--- src/rtl/regfile_write_buffer.sv ---
// Write-back buffer in front of the MIPS register-file write port.
// Queues write-back requests, drains one per cycle, and forwards pending data to both read ports.
module regfile_write_buffer #(
    parameter int N     = 32,
    parameter int DEPTH = 4
) (
    input  logic                   clk,
    input  logic                   reset,
    input  logic                   wb_valid_i,
    output logic                   wb_ready_o,
    input  logic [4:0]             wb_reg_i,
    input  logic [N-1:0]           wb_data_i,
    input  logic                   flush_i,
    input  logic                   rf_stall_i,
    output logic                   Reg_Write_o,
    output logic [4:0]             Write_Register_o,
    output logic [N-1:0]           Write_Data_o,
    input  logic [4:0]             Read_Register_1_i,
    input  logic [4:0]             Read_Register_2_i,
    output logic                   Fwd_Hit_1_o,
    output logic [N-1:0]           Fwd_Data_1_o,
    output logic                   Fwd_Hit_2_o,
    output logic [N-1:0]           Fwd_Data_2_o,
    output logic [$clog2(DEPTH):0] count_o,
    output logic                   empty_o
);
    localparam int PTR_W = $clog2(DEPTH);
    localparam int CNT_W = PTR_W + 1;

    logic [PTR_W-1:0] rd_ptr_q, rd_ptr_d;
    logic [PTR_W-1:0] wr_ptr_q, wr_ptr_d;
    logic [CNT_W-1:0] count_q, count_d;
    logic [DEPTH-1:0] valid_q, valid_d;
    logic [4:0]       reg_q  [DEPTH];
    logic [4:0]       reg_d  [DEPTH];
    logic [N-1:0]     data_q [DEPTH];
    logic [N-1:0]     data_d [DEPTH];

    logic             empty;
    logic             push;
    logic             pop;
    logic [PTR_W-1:0] fwd_idx;

    assign empty      = (count_q == '0);
    assign wb_ready_o = (count_q < CNT_W'(DEPTH));
    // Writes to $zero complete the handshake but are dropped here.
    assign push       = wb_valid_i & wb_ready_o & (wb_reg_i != 5'd0);
    assign pop        = !empty & !rf_stall_i;

    assign Reg_Write_o      = pop;
    assign Write_Register_o = empty ? 5'd0 : reg_q[rd_ptr_q];
    assign Write_Data_o     = empty ? '0 : data_q[rd_ptr_q];
    assign count_o          = count_q;
    assign empty_o          = empty;

    always_comb begin
        rd_ptr_d = rd_ptr_q;
        wr_ptr_d = wr_ptr_q;
        count_d  = count_q;
        valid_d  = valid_q;
        reg_d    = reg_q;
        data_d   = data_q;
        if (flush_i) begin
            rd_ptr_d = '0;
            wr_ptr_d = '0;
            count_d  = '0;
            valid_d  = '0;
        end else begin
            if (pop) begin
                valid_d[rd_ptr_q] = 1'b0;
                rd_ptr_d          = rd_ptr_q + 1'b1;
            end
            if (push) begin
                valid_d[wr_ptr_q] = 1'b1;
                reg_d[wr_ptr_q]   = wb_reg_i;
                data_d[wr_ptr_q]  = wb_data_i;
                wr_ptr_d          = wr_ptr_q + 1'b1;
            end
            case ({push, pop})
                2'b10:   count_d = count_q + CNT_W'(1);
                2'b01:   count_d = count_q - CNT_W'(1);
                default: count_d = count_q;
            endcase
        end
    end

    // Walk oldest to youngest so the last match, the youngest write, wins.
    always_comb begin
        Fwd_Hit_1_o  = 1'b0;
        Fwd_Data_1_o = '0;
        Fwd_Hit_2_o  = 1'b0;
        Fwd_Data_2_o = '0;
        fwd_idx      = '0;
        for (int i = 0; i < DEPTH; i++) begin
            fwd_idx = rd_ptr_q + PTR_W'(i);
            if (valid_q[fwd_idx] && (Read_Register_1_i != 5'd0) &&
                (reg_q[fwd_idx] == Read_Register_1_i)) begin
                Fwd_Hit_1_o  = 1'b1;
                Fwd_Data_1_o = data_q[fwd_idx];
            end
            if (valid_q[fwd_idx] && (Read_Register_2_i != 5'd0) &&
                (reg_q[fwd_idx] == Read_Register_2_i)) begin
                Fwd_Hit_2_o  = 1'b1;
                Fwd_Data_2_o = data_q[fwd_idx];
            end
        end
    end

    always_ff @(posedge clk or negedge reset) begin
        if (!reset) begin
            rd_ptr_q <= '0;
            wr_ptr_q <= '0;
            count_q  <= '0;
            valid_q  <= '0;
            for (int i = 0; i < DEPTH; i++) begin
                reg_q[i]  <= '0;
                data_q[i] <= '0;
            end
        end else begin
            rd_ptr_q <= rd_ptr_d;
            wr_ptr_q <= wr_ptr_d;
            count_q  <= count_d;
            valid_q  <= valid_d;
            reg_q    <= reg_d;
            data_q   <= data_d;
        end
    end
endmodule

--- config.mk ---
export PLATFORM = sky130hd
export DESIGN_NAME = regfile_write_buffer
export DESIGN_NICKNAME = d
export VERILOG_FILES = /design/src/rtl/regfile_write_buffer.sv
export SDC_FILE = /design/constraint.sdc
export NUM_CORES = 1
export LEC_CHECK = 0
export ABC_AREA = 1
export CAP_MARGIN = 20
export CORE_MARGIN = 3
export CORE_UTILIZATION = 25
export DETAILED_ROUTE_END_ITERATION = 10
export HOLD_SLACK_MARGIN = 0.02
export SYNTH_ARGS = -nofsm -noshare
export SYNTH_HDL_FRONTEND = slang
export SYNTH_SLANG_ARGS = --single-unit
--- constraint.sdc ---
create_clock -name clk -period 10.4 [get_ports clk]
set_input_delay 3.12 -clock clk [delete_from_list [all_inputs] [get_ports clk]]
set_output_delay 3.12 -clock clk [all_outputs]
set_load 0.005 [all_outputs]
======== After elaboration in Yosys (flattened, before gate mapping) ========
Index checks and enable logic that the tools add are counted.
word-level totals
  register bits ........................... 159
  logic and storage cells ................. 153
  output and inout bits ................... 109
  input bits .............................. 52
cells by class
  bitwise logic cells ..................... 12
  muxes and demuxes ....................... 70
  $add $sub $neg .......................... 6
  equality and inequality tests ........... 10
  reductions and logical operators ........ 29
  order comparisons ....................... 14
operators with widths
  kind                                                  count
  two-way mux 32 bit                                    18
  binary-select mux 32 bit (select 2 bit)               4
  bitwise mux 128 bit                                   1
  demux 32 bit (select 2 bit)                           1
  two-way mux 5 bit                                     10
  binary-select mux 5 bit (select 2 bit)                4
  equality test 5 bit                                   8
  bitwise mux 20 bit                                    1
  logical AND 1 bit                                     19
  two-way mux 4 bit                                     4
  >= comparator 3 bit (second input constant)           5
  < comparator 2 x 3 -> 1 bit (second input constant)   5
  NOT 2 -> 3 bit                                        5
  nonzero test 5 bit                                    3
  two-way mux 1 bit                                     14
  demux 5 bit (select 2 bit)                            1
  binary-select mux 1 bit (select 2 bit)                4
  two-way mux 2 bit                                     4
  case mux 3 bit (2 select lines)                       1
  adder 2 x 1 -> 2 bit (second input constant)          2
  adder 2 bit (second input constant)                   2
  bitwise AND 4 bit                                     1
  demux 1 bit (select 2 bit)                            2
  >= comparator 2 x 1 -> 1 bit (second input constant)  2
  other kinds (16)                                      20

======== Logic depth before layout (Yosys ltp) ========
  depth in word-level cells ............... 11
  depth in mapped cells ................... 20
  mapped depth without buffers ............ 14

======== Least setup slack after synthesis ========
Ideal clock, no wire load.
  path kind ............................... input port to output port
  start point ............................. in Read_Register_2_i[1]
  end point ............................... out Fwd_Data_2_o[2]
  buffers on the path ..................... 1
  slack ................................... 2.831 ns
  cell stages on the path ................. 12
  required time ........................... 7.280 ns
  arrival time ............................ 4.449 ns
  path through ............................ inv_1 > nand2_1 > nor3_1 > nor2_1 > o21ai_0 > nor2_1 > nand3_2 > buf_1 > nor2_1 > nor2_1 > nand2_1 > nand2_1
on the way
  cells in the longest elaborated chain, start to end .. 7
  elaborated cells between the ends (all ways) .. 17
  those cells by class .................... 4 x eq/ne; 4 x mux; 9 x reduce/logical
ends and longest elaborated chain
  item                             line  text
  from (decl)                      19    input logic [4:0] Read_Register_2_i,
  nonzero test 5 bit               101   if (valid_q[fwd_idx] && (Read_Register_2_i != 5'd0) &&
  logical AND 1 bit (2 in a row)   101
  two-way mux 32 bit (3 in a row)  101
  two-way mux 32 bit *             101
  to (decl)                        23    output logic [N-1:0] Fwd_Data_2_o,
Mark *: on every way between the ends. The rest lies on a longest branch, timed or not.

======== Final worst setup path ========
  start point ............................. in Read_Register_1_i[2]
  end point ............................... out Fwd_Data_1_o[21]
on the way
  cells in the longest elaborated chain, start to end .. 7
  elaborated cells between the ends (all ways) .. 17
  those cells by class .................... 4 x eq/ne; 4 x mux; 9 x reduce/logical
ends and longest elaborated chain
  item                             line  text
  from (decl)                      18    input logic [4:0] Read_Register_1_i,
  nonzero test 5 bit               96    if (valid_q[fwd_idx] && (Read_Register_1_i != 5'd0) &&
  logical AND 1 bit (2 in a row)   96
  two-way mux 32 bit (3 in a row)  96
  two-way mux 32 bit *             96
  to (decl)                        21    output logic [N-1:0] Fwd_Data_1_o,
Marks and branches as above.

==> metrics.txt <==
status=finished, final reports clean; most numerous cell in the Yosys netlist=nand2_1; worst skew pair latency=0.44 ns; I/O pins=161; Crit path required time=7.28 ns; # clock sinks=159; Post-CTS Setup Inserts=0; worst r2r dst=count_o[1]; Placed Area=0.0155 mm^2; initial antenna violation count=13; fin util=0.303; Clock Path Buffers=2; routability congestion estimate=0.938; Post-Synthesis Cells=2326; non-filler cells, final=3090; via count=14700; buffers plus inverters on the worst setup path=4; largest net degree at the start of global routing=129; max_slew headroom=0.306; critical path endpoint category=primary output; Root Driver=clkbuf_16; first-pass GRT wire length=78300 um; Max-Cap Viols=0; Syn Nets=2387; Die Wd=239 um; RSZ-0062 raised after global routing=false; Remaining DRCs=0; final setup TNS=0 ns; Final HPWL DP=36100 um; clock slew at reported path FFs=0.06 ns; worst setup path class=input pin to primary output; CTS resizes=0; r2r setup slk=7.81 ns; clock skew=0.00900 ns; H-tree Lvls=4; Hold Startpoint=data_q[22]; r2r worst-path depth=10; Area contributors post-synth=dfrtp_1 29%, nand2_1 21%, o21ai_0 14%, inv_1 8.2%, nor2_1 6.9%; GR Util All Layers=0.176; num rows=84; Fin. Hold Viols=0; placed insts=3052; Worst-Margin Slew=1.04 ns; Syn-to-layout area delta=18.5%; Worst Path Arrival=6.22 ns; Nets=2444; Fmax=107 MHz; ys flop type=dfrtp_1; area share of the largest cell type after synthesis=0.293; cell taking the most area after synthesis=dfrtp_1; First DRT Iteration DRCs=1457; routed vias/inst=4.76; Worst path depth=13; final setup violation count=0; total congestion overflow=0; crit path max fanout=51; initial core utilization=0.256; fin. max-slew vios=0; clock tree from TritonCTS=done; leakage=0.00761 uW; type of origin of the critical path=input pin; critical path's slowest cell=clkdlybuf4s50_1; reg2reg start=count_o[0]; cell depth of the worst hold path=2; critical path's largest stage delay=0.61 ns; top cells by count, synth=767 x nand2_1, 384 x o21ai_0, 296 x inv_1; port bufs=160; Async SR Flop Fraction=1.00; final WL=50600 um; syn avg cell area=5.83 um^2; crit path cell chain=clkdlybuf4s50_1, inv_1, nand3_1, nor2_1, nor2_1, nand2_1, nor2_4, nand3_2, buf_4, o21ai_0, nand2_1, a21oi_1, clkdlybuf4s50_1; Seq/Total Area, Yosys=0.293; type of the worst min-delay path=register to register; Filler cells=5840; vias in the first global route=13300; floorplan core area=0.0531 mm^2; routed len/inst=16.4 um; Design Area, Final=0.0161 mm^2; Ys Warns=0; Unique masters post-synth=34; total CTS buffers=17; Pwr Density=294 mW/mm^2; Worst Hold End=data_q[22]; cts hold-fix bufs=0; ratio of cells with drive above 1 in the final layout=0.0472; delay-heaviest family, CP=buffers and inverters; DRT antenna net count=0; Post-synth EDFFs=0; Period minus WS final=9.34 ns; Yosys reg bits=159; Post-Syn Area=0.0136 mm^2; peak supply drop=0.000177 V; final period utilization=0.898; Die H=239 um; Pre-Repair DR Iteration Count=8; Die Area=0.0571 mm^2; Power Total=4730 uW
==> layer usage <==
metal | vias up | share of wire | track usage
met2 | 622 | 0.42 | 0.263
li1 | 7415 | - | -
met5 | - | 0.0014 | 0
met1 | 6606 | 0.47 | 0.249
met4 | 10 | 0.015 | 0.0429
met3 | 67 | 0.10 | 0.0520
==> cell type report <==
class / count / area, um^2 / share of cell area
Sequential cell: 159 / 3980 / 0.248
Multi-Input combinational cell: 1719 / 7690 / 0.478
Inverter: 301 / 1130 / 0.0704
Clock buffer: 22 / 474 / 0.0295
Timing Repair Buffer: 185 / 1820 / 0.113
Tap cell: 688 / 861 / 0.0536
Antenna cell: 6 / 15.0 / 0.000934
Clock inverter: 10 / 105 / 0.00654
==> flip-flops by register name, summed over array words and instances (netlist names) <==
register,count
data_q,128
rd_ptr_q,2
reg_q,20
count_o,3
valid_q,4
wr_ptr_q,2
==> power by group <==
group	internal (uW)	switching (uW)
sequential	894	161
combinational	964	2090
clock	351	267
total	2210	2520
==> cells in the final DEF (no fill, tap or decap), types with 3 or more instances in the layout <==
master	Yosys	layout
o21ai_0	384	384
buf_4	14	23
a21oi_1	25	25
dfrtp_1	159	158
clkdlybuf4s50_1	0	159
diode_2	0	6
nand3b_1	3	3
o21a_1	15	15
o21ai_1	15	15
nor3_1	3	3
nand3_1	144	144
nand2_2	6	6
clkinvlp_4	0	5
inv_1	296	292
nand2_1	767	767
inv_2	5	8
clkbuf_16	0	17
nor2_2	9	9
xor2_1	6	6
nor2_4	5	5
nor2_1	251	251
or2_2	9	9
ha_1	8	7
clkbuf_8	0	3
nand4_1	46	46
nand3_2	8	8
a21oi_2	8	8
==> stage by stage <==
step           hold WS (ns)  worst slack, ns
2_1_floorplan         0.465             2.83
3_3_place_gp          0.489             1.15
3_5_place_dp          0.503             1.14
4_1_cts               0.519             1.12
5_1_grt               0.542            0.769
6_report              0.519             1.06
==> worst register-to-register path, stage by stage (launching register included) <==
cell     delay, ns
dfrtp_1       0.39
inv_1         0.08
nand3_1       0.09
inv_1         0.04
buf_4         0.25
nor2_1        0.65
inv_1         0.15
nor2_1        0.22
fa_1          0.43
nand2_1       0.08
o21ai_0       0.08
==> cells by family (layout without fill, tap and decap cells) <==
group,Yosys count,in the layout,share of synthesized area
other,0,6,0
adder cells (fa/ha/maj),9,9,0.00885
buffers and inverters,448,518,0.140
XOR/XNOR,7,7,0.00452
AND/OR/NAND/NOR,1253,1253,0.382
flip-flops,159,159,0.293
AO/OA/AOI/OAI,450,450,0.172
==> worst max-delay path by stage <==
stage                        to            startpoint  slack (ns)
6_report       Fwd_Data_1_o[21]  Read_Register_1_i[2]        1.06
5_1_grt        Fwd_Data_2_o[26]  Read_Register_2_i[3]        0.77
4_1_cts        Fwd_Data_1_o[21]  Read_Register_1_i[2]        1.12
3_5_place_dp   Fwd_Data_1_o[21]  Read_Register_1_i[2]        1.14
3_3_place_gp   Fwd_Data_1_o[21]  Read_Register_1_i[2]        1.15
2_1_floorplan   Fwd_Data_2_o[2]  Read_Register_2_i[1]        2.83
Note: power is estimated with default switching activity, not from simulation.
